[config.mk]
export PLATFORM = sky130hd
export DESIGN_NAME = uart_transmitter
export DESIGN_NICKNAME = d
export VERILOG_FILES = /design/src/rtl/uart_transmitter_pkg.sv /design/src/rtl/uart_baud_tick.sv /design/src/rtl/uart_transmitter.sv
export SDC_FILE = /design/constraint.sdc
export NUM_CORES = 1
export LEC_CHECK = 0
export BUFFER_PORTS_ARGS = -buffer_cell sky130_fd_sc_hd__buf_4
export CORE_MARGIN = 2
export CORE_UTILIZATION = 52
export CTS_CLUSTER_DIAMETER = 120
export CTS_CLUSTER_SIZE = 40
export DETAILED_ROUTE_END_ITERATION = 16
export PLACE_DENSITY = 0.71
export SLEW_MARGIN = 5
export SYNTH_ARGS = -nofsm -noshare
export SYNTH_HDL_FRONTEND = slang
export SYNTH_SLANG_ARGS = --single-unit
[constraint.sdc]
create_clock -name i_clk -period 3.65 [get_ports i_clk]
set_clock_uncertainty 0.2 [all_clocks]
set_input_delay 0.73 -clock i_clk [delete_from_list [all_inputs] [get_ports i_clk]]
set_output_delay 0.73 -clock i_clk [all_outputs]
set_load 0.01 [all_outputs]
[src/rtl/uart_transmitter_pkg.sv]
// Shared UART definitions: FSM state encodings, line levels, default baud settings.
// Latency: n/a (types, constants and a parity helper only).
// Backpressure: n/a; imported by both the transmitter and the receiver.
package uart_transmitter_pkg;

   typedef enum logic [2:0] {
      ST_IDLE   = 3'd0,
      ST_START  = 3'd1,
      ST_DATA   = 3'd2,
      ST_PARITY = 3'd3,
      ST_STOP   = 3'd4
   } uart_state_t;

   localparam logic START_BIT  = 1'b0;
   localparam logic STOP_BIT   = 1'b1;
   localparam logic IDLE_LEVEL = 1'b1;

   localparam int DEFAULT_BIT_DEPTH  = 11;
   localparam int DEFAULT_ADDER      = 170;
   localparam int DEFAULT_OVERSAMPLE = 16;
   localparam int DEFAULT_STOP_BITS  = 1;

   // Even parity: the bit that makes the total count of ones even.
   function automatic logic even_parity(input logic [7:0] data);
      return ^data;
   endfunction

endpackage

[src/rtl/uart_baud_tick.sv]
// Fractional baud accumulator; o_tick is the combinational carry-out of acc + ADDER.
// Latency: tick asserted in the cycle whose edge wraps the accumulator.
// Backpressure: none; i_clear zeroes the phase, i_enable gates advancement.
module uart_baud_tick
   import uart_transmitter_pkg::*;
#(
   parameter int BIT_DEPTH = DEFAULT_BIT_DEPTH,
   parameter int ADDER     = DEFAULT_ADDER
) (
   input  logic i_clk,
   input  logic i_reset,
   input  logic i_clear,
   input  logic i_enable,
   output logic o_tick
);

   // One extra bit so ADDER == 2^BIT_DEPTH is representable (tick every cycle).
   localparam logic [BIT_DEPTH:0] ADD_VALUE = (BIT_DEPTH + 1)'(ADDER);

   logic [BIT_DEPTH-1:0] acc;
   logic [BIT_DEPTH:0]   sum;

   assign sum    = {1'b0, acc} + ADD_VALUE;
   assign o_tick = i_enable & ~i_clear & sum[BIT_DEPTH];

   // Phase accumulator: clear wins, otherwise advance only while enabled.
   always_ff @(posedge i_clk or negedge i_reset) begin
      if (!i_reset) begin
         acc <= '0;
      end else if (i_clear) begin
         acc <= '0;
      end else if (i_enable) begin
         acc <= sum[BIT_DEPTH-1:0];
      end
   end

endmodule

[src/rtl/uart_transmitter.sv]
// UART transmit: start, 8 data bits LSB first, optional even parity (UART_TX_PARITY_EN), stop bit(s).
// Latency: o_tx falls one clock after accept; each bit lasts OVERSAMPLE baud ticks.
// Backpressure: o_ready high only in IDLE; i_data_valid ignored while busy.
module uart_transmitter
   import uart_transmitter_pkg::*;
#(
   parameter int BIT_DEPTH  = DEFAULT_BIT_DEPTH,
   parameter int ADDER      = DEFAULT_ADDER,
   parameter int OVERSAMPLE = DEFAULT_OVERSAMPLE,
   parameter int STOP_BITS  = DEFAULT_STOP_BITS
) (
   input  logic       i_clk,
   input  logic       i_reset,
   input  logic [7:0] i_8_data,
   input  logic       i_data_valid,
   output logic       o_ready,
   output logic       o_tx,
   output logic       o_done
);

   localparam int              CNT_W     = (OVERSAMPLE > 1) ? $clog2(OVERSAMPLE) : 1;
   localparam logic [CNT_W-1:0] TICK_LAST = CNT_W'(OVERSAMPLE - 1);
   localparam logic [2:0]       STOP_LAST = 3'(STOP_BITS - 1);

   uart_state_t      state;
   logic [7:0]       shift_reg;
   logic [2:0]       bit_idx;
   logic [CNT_W-1:0] tick_cnt;
   logic             tick;
   logic             accept;
   logic             bit_end;
`ifdef UART_TX_PARITY_EN
   logic             parity_bit;
`endif

   assign accept  = o_ready & i_data_valid;
   assign bit_end = tick & (tick_cnt == TICK_LAST);

   uart_baud_tick #(
      .BIT_DEPTH (BIT_DEPTH),
      .ADDER     (ADDER)
   ) u_baud_tick (
      .i_clk    (i_clk),
      .i_reset  (i_reset),
      .i_clear  (accept),
      .i_enable (state != ST_IDLE),
      .o_tick   (tick)
   );

   // Ticks within the current bit; restarted on accept so every bit is OVERSAMPLE ticks.
   always_ff @(posedge i_clk or negedge i_reset) begin
      if (!i_reset) begin
         tick_cnt <= '0;
      end else if (accept) begin
         tick_cnt <= '0;
      end else if (tick) begin
         tick_cnt <= bit_end ? '0 : tick_cnt + 1'b1;
      end
   end

   // Frame sequencer; o_tx reflects the state held before each edge, hence the one-clock lag.
   always_ff @(posedge i_clk or negedge i_reset) begin
      if (!i_reset) begin
         state      <= ST_IDLE;
         o_tx       <= IDLE_LEVEL;
         o_ready    <= 1'b1;
         o_done     <= 1'b0;
         shift_reg  <= '0;
         bit_idx    <= '0;
`ifdef UART_TX_PARITY_EN
         parity_bit <= 1'b0;
`endif
      end else begin
         o_done <= 1'b0;
         case (state)
            ST_IDLE: begin
               o_tx <= IDLE_LEVEL;
               if (accept) begin
                  shift_reg  <= i_8_data;
                  bit_idx    <= '0;
                  o_ready    <= 1'b0;
                  state      <= ST_START;
`ifdef UART_TX_PARITY_EN
                  parity_bit <= even_parity(i_8_data);
`endif
               end
            end
            ST_START: begin
               o_tx <= START_BIT;
               if (bit_end) begin
                  bit_idx <= '0;
                  state   <= ST_DATA;
               end
            end
            ST_DATA: begin
               o_tx <= shift_reg[0];
               if (bit_end) begin
                  shift_reg <= {1'b0, shift_reg[7:1]};
                  if (bit_idx == 3'd7) begin
                     bit_idx <= '0;
`ifdef UART_TX_PARITY_EN
                     state   <= ST_PARITY;
`else
                     state   <= ST_STOP;
`endif
                  end else begin
                     bit_idx <= bit_idx + 1'b1;
                  end
               end
            end
`ifdef UART_TX_PARITY_EN
            ST_PARITY: begin
               o_tx <= parity_bit;
               if (bit_end) begin
                  bit_idx <= '0;
                  state   <= ST_STOP;
               end
            end
`endif
            ST_STOP: begin
               o_tx <= STOP_BIT;
               if (bit_end) begin
                  if (bit_idx == STOP_LAST) begin
                     bit_idx <= '0;
                     o_done  <= 1'b1;
                     o_ready <= 1'b1;
                     state   <= ST_IDLE;
                  end else begin
                     bit_idx <= bit_idx + 1'b1;
                  end
               end
            end
            default: begin
               o_tx    <= IDLE_LEVEL;
               o_ready <= 1'b1;
               bit_idx <= '0;
               state   <= ST_IDLE;
            end
         endcase
      end
   end

endmodule

# After elaboration in Yosys (flattened, before gate mapping)
# Cells that the tools add are included.
[word_totals] input_bits=11 mem_count=0 latchBits=0 romBits=0 mem_bits_rw=0 elab_cells=69 ff_bits=32 out_inout_bits=3
[classes] n_mul=0 n_shift=0 reduce_logical=11 order_cmp=0 div_mod_pow=0 bitwise=6 addsub=3 n_mux=30 eq_ne=11
[op_table] op="$mux 3" n=12
[op_table] op="$pmux 3 s4" n=2
[op_table] op="$mux 11" n=2
[op_table] op="$mux 8" n=2
[op_table] op="$pmux 8 s2" n=1
[op_table] op="$add 11x8->12 const B" n=1
[op_table] op="$mux 4" n=3
[op_table] op="$ne 2x2->1 const B" n=5
[op_table] op="$reduce_and 4->1" n=2
[op_table] op="$eq 3x3->1 const B" n=2
[op_table] op="$logic_not 3->1" n=2
[op_table] op="$mux 1" n=6
[op_table] op="$reduce_and 6->1" n=1
[op_table] op="$reduce_bool 2->1" n=3
[op_table] op="$add 4x1->4 const B" n=1
[op_table] op="$and 1x1->1" n=4
[op_table] op="$eq 4x4->1 const B" n=1
[op_table] op="$add 3x1->3 const B" n=1
[op_table] op="$eq 3x1->1 const B" n=1
[op_table] op="$eq 3x2->1 const B" n=1
[op_table] op="$pmux 1 s3" n=1
[op_table] op="$reduce_and 3->1" n=1
[op_table] op="$reduce_bool 3->1" n=1
[op_table] op="$ne 2x1->1 const B" n=1
[op_table] op="3 further kinds" n=4

# Longest topological paths before layout
[depth] depth_word=8 mapped_depth=7 mapped_depth_nobuf=6

# Modules after synthesis
# From an unflattened synthesis, not the netlist that was laid out.
[unflattened] hier_cells=184 hier_area_um2=1834.3
[by_module_without_submodules] mod="uart_transmitter" area_each_um2=1252.5 seq_area_each_um2=528.0 cells_each=122 instances=1
[by_module_without_submodules] mod="uart_baud_tick" area_each_um2=581.8 seq_area_each_um2=250.2 cells_each=62 instances=1

# Least setup slack after synthesis
# Ideal clock, no wire load.
[synth_timing] path_kind="input-to-reg" from="in i_data_valid" to="reg shift_reg[0]" setup_slack_ps=1354 setup_ps=125 required_ps=3325 cell_stages=6 t_arrival_ps=1972 cell_sequence="and2_1 clkbuf_1 nor2_1 a31o_2 buf_4 mux2_2"
[synth_between] elab_chain_len=7
[synth_rtl] item="from (decl)" line_no="uart_transmitter.sv:15" source="input logic i_data_valid,"
[synth_rtl] item="$and 1x1->1 *" line_no="uart_transmitter.sv:36" source="assign accept = o_ready & i_data_valid;"
[synth_rtl] item="$not 1->1" line_no="uart_baud_tick.sv:24" source="assign o_tick = i_enable & ~i_clear & sum[BIT_DEPTH];"
[synth_rtl] item="$and 1x1->1 (2 in series)" line_no="uart_baud_tick.sv:24"
[synth_rtl] item="$and 1x1->1" line_no="uart_transmitter.sv:37" source="assign bit_end = tick & (tick_cnt == TICK_LAST);"
[synth_rtl] item="$ne 2x2->1 (no source line)"
[synth_rtl] item="$reduce_and 3->1 (no source line) *"
[synth_rtl] item="to (signal assigned)" line_no="uart_transmitter.sv:79" source="shift_reg <= i_8_data;"
[synth_rtl] item="to (signal assigned)" line_no="uart_transmitter.sv:98" source="shift_reg <= {1'b0, shift_reg[7:1]};"
[synth_rtl] item="to (decl)" line_no="uart_transmitter.sv:26" source="logic [7:0] shift_reg;"
# Every way passes the cells marked *; elsewhere a longest branch is shown, timed or not.
# A chain may end at the register's enable or synchronous reset.

# Final worst setup path
[layout_timing] from="reg o_ready" to="reg bit_idx[2]"
[layout_between] elab_chain_len=7
[layout_rtl] item="from (decl)" line_no="uart_transmitter.sv:16" source="output logic o_ready,"
[layout_rtl] item="from (signal assigned)" line_no="uart_transmitter.sv:66" source="o_ready <= 1'b1;"
[layout_rtl] item="from (signal assigned)" line_no="uart_transmitter.sv:81" source="o_ready <= 1'b0;"
[layout_rtl] item="from (signal assigned)" line_no="uart_transmitter.sv:126" source="o_ready <= 1'b1;"
[layout_rtl] item="$and 1x1->1 *" line_no="uart_transmitter.sv:36"
[layout_rtl] item="$not 1->1" line_no="uart_baud_tick.sv:24"
[layout_rtl] item="$and 1x1->1 (2 in series)" line_no="uart_baud_tick.sv:24"
[layout_rtl] item="$and 1x1->1" line_no="uart_transmitter.sv:37"
[layout_rtl] item="$ne 2x2->1 (no source line)"
[layout_rtl] item="$reduce_and 4->1 (no source line) *"
[layout_rtl] item="to (signal assigned)" line_no="uart_transmitter.sv:107" source="bit_idx <= bit_idx + 1'b1;"
[layout_rtl] item="to (signal assigned)" line_no="uart_transmitter.sv:129" source="bit_idx <= bit_idx + 1'b1;"
[layout_rtl] item="to (decl)" line_no="uart_transmitter.sv:27" source="logic [2:0] bit_idx;"
# Marks and branches as above.

==> impl_summary.md <==
Detailed routing
In the routed layout, each cell is associated on average with a via count of 5.59. The final wirelength is 3180 um. In the final routed layout, each cell accounts on average for 14.5 um. For this run, design rule violations remaining after detail routing come to 0. In this run, the number of DRC markers left after iteration 0 of detailed routing was 53. The detailed router placed 1230 vias in this run.

For this run, the detailed router's first-pass iteration total came to 4. Once detail routing completed, the nets flagged for antenna violations numbered 0.

Setup path
The worst path arrival time is 2.48 ns. The largest incremental delay on the critical path is 0.54 ns. The capturing element type of the critical path is a flop.

The setup path with the least slack is of type flop to flop. In this run the critical register-to-register path is launched from o_ready. The slowest stage of the critical path is the dfstp_2 cell. The critical path goes through and2_1, nor2_1, a311oi_4, mux2_4. The cell count of the worst reg-to-reg path is 4. The endpoint of the most critical register-to-register path is bit_idx[2]. The category of the worst setup path launch point is a flop. Along the worst path, the maximum fanout reaches 16. The slack of the worst reg-to-reg path is 1.19 ns.

The critical path data required time is 3.67 ns.

Cells and area
Leaving out fill and tap cells, the most frequent cells in the layout are dfrtp_1 (29), a21oi_1 (15), mux2_2 (14), buf_4 (14), o21ai_0 (10). The library cell used most frequently in the layout, excluding fill and tap cells, is dfrtp_1. In the final layout, the share of cells above drive strength 1 is 0.273. The area growth from synthesis to layout is 8.91%. At the end of the flow, the number of nets in the layout was 191.

For this run, the number of standard cells in the final layout without fillers is 220. The count of fill cells added during filler insertion is 296. 0 antenna diodes ended up in the layout. The flip-flop count of the largest register, all copies and words added is 10.

Job
The tool flagged a number of max-cap violations equal to 0.

Power
The worst-case IR drop observed on VDD is 0.000237 V. In this run the power density over the cells is 291 mW/mm2. The leakage power is 0.901 nW.

Synth
A synthesized cell averages 10.6 um2. The post-synthesis instance area is 0.00171 mm2. For this run, the register share of the synthesized area comes to 0.454. By area the synthesized netlist is led by dfrtp_1 (42%), mux2_2 (9.2%), a21oi_1 (4.4%). The dominant cell type by area after synthesis is dfrtp_1. For this run, asynchronously set or reset flops after synthesis account for 1.00. The count of cell types in the netlist is 46. The predominant post-synthesis flop cell is dfrtp_1. Yosys mapped a number of flops with a built-in enable equal to 0. The number of nets handed over by synthesis was 178.

The share of synthesized area in the top cell type comes to 0.424. The warning count from the yosys run is 0. The cell count after synthesis came out at 162. Synthesis inferred 31 register bits.

GRT
The global route total overflow is 0. The number of antenna violations at the first check in global routing is 0. The number of global-route vias before repair is 1219. The global-route wire length before repair is 5440 um.

Entering global routing, the biggest net connects 32 pins. The global-route usage over all layers is 0.202.

Placed design
OpenSTA, run right after detailed placement, puts the worst setup slack at 0.970 ns. Routability-driven placement finished with a final weighted congestion of 0.752. The HPWL after detailed placement is 2220 um. After detailed placement, the design holds a cell count of 212. The total of buffers placed on input and output ports is 13.

Clock network
The library cell used as clock root buffer is clkbuf_4. The clock latency at the later pin of the worst-skew pair is 0.33 ns. Post-CTS repair changed the size of 0 cells. Buffers inserted during clock tree synthesis total 5. Buffers inserted to repair hold after CTS numbered 0. Clock-pin slew was measured on the worst setup and hold paths at 0.09 ns. The number of setup buffers added after CTS is 0. The clock tree from TritonCTS is done. The total number of H-tree levels is 2. The clock passes through at most 2 buffers. Counting every sink on the clock net gives 31.

Timing
The hold violation count in the final report is 0. The final critical path time including I/O delays and setup is 2.46 ns. The final setup slack of the worst path is 1.19 ns.

Setup repair after global routing left no endpoint under its margin. Setup total negative slack on the finished layout was measured at 0 ns. The measured slew at the worst slew-check pin is 0.604 ns. In this run the tightest slew margin relative to its limit is 0.597. The maximum frequency from static timing analysis is 406 MHz. In the finished design, the share of the clock period the worst path needs comes to 0.674. The max-slew violation count is 0. The count of endpoints failing setup in the final report is 0.

Floorplan
The floorplan has 20 rows. The starting utilization of the core area is 0.552. In this run the horizontal extent of the chip is 61.4 um.

The number of top-level pins is 14. The die is 61.4 um tall. The region available for standard cell placement spans 0.00310 mm2. The die covers 0.00377 mm2.

Hold path
The worst hold path belongs to the class input pin to asynchronous set/reset pin.

Outcome
The flow ran to the end, and the final reports show no timing, DRC or antenna violations.
## worst max path at each step
stage               cells after the start         start      endpoint
floorplan                               6  i_data_valid  shift_reg[0]
global placement                        5  i_data_valid    bit_idx[1]
detailed placement                      5  i_data_valid    bit_idx[2]
CTS                                     4       o_ready    bit_idx[2]
global route                            4       o_ready    bit_idx[2]
finish                                  4       o_ready    bit_idx[2]
## logic make-up after synthesis
logic type	Yosys count	share of synthesized area
flops	31	0.454
compound gates	45	0.178
buf+inv	16	0.0504
fa+ha+maj	6	0.0424
simple gates	44	0.144
mux	17	0.115
xor+xnor	3	0.0153
## final cells by class
cell class / count / area [um2] / share of cell area
Clock buffer: 8 / 48.8 / 0.0262
Multi-Input combinational cell: 115 / 848 / 0.455
Sequential cell: 31 / 778 / 0.417
Tap cell: 44 / 55.1 / 0.0295
Inverter: 8 / 30.0 / 0.0161
Timing Repair Buffer: 14 / 105 / 0.0563
## metal layers
layer | global-route usage | part of all wire | up-vias
met5 | 0 | 0 | -
li1 | - | - | 616
met4 | 0.0790 | 0.019 | 0
met3 | 0.0756 | 0.047 | 5
met1 | 0.251 | 0.47 | 581
met2 | 0.319 | 0.47 | 28
## power breakdown
group          internal (mW)  switching [mW]
Combinational        0.00679         0.00751
Clock                 0.0766           0.109
Sequential             0.343               0
## synthesized netlist by cell type (all sizes together) (3+ instances only)
cell type / number
or3: 8
a21oi: 16
mux2: 16
nand2: 8
a211oi: 3
nor3: 3
ha: 5
and2: 3
buf: 4
a21o: 4
nor2: 6
clkbuf: 4
dfrtp: 29
inv: 8
nand3: 5
o21ai: 10
## metrics by stage
stage / hold slack (ns) / power [mW] / utilization / cell area, um2
CTS: 0.113 / 0.552 / 0.601 / 1870
floorplan: 0.234 / 0.350 / - / 1710
detailed placement: 0.290 / 0.365 / 0.585 / 1820
global placement: 0.284 / 0.365 / 0.585 / 1820
global route: 0.109 / 0.573 / 0.601 / 1870
finish: 0.113 / 0.544 / 0.601 / 1870
## worst max-delay path, delay by kind of cell (launching register included)
| family | cells | cell delay (ns) |
|---|---|---|
| AND/OR/NAND/NOR | 2 | 0.78 |
| AO/OA/AOI/OAI | 1 | 0.49 |
| flip-flops | 1 | 0.54 |
| multiplexers | 1 | 0.34 |
No activity file was read; power rests on OpenSTA's default activity.
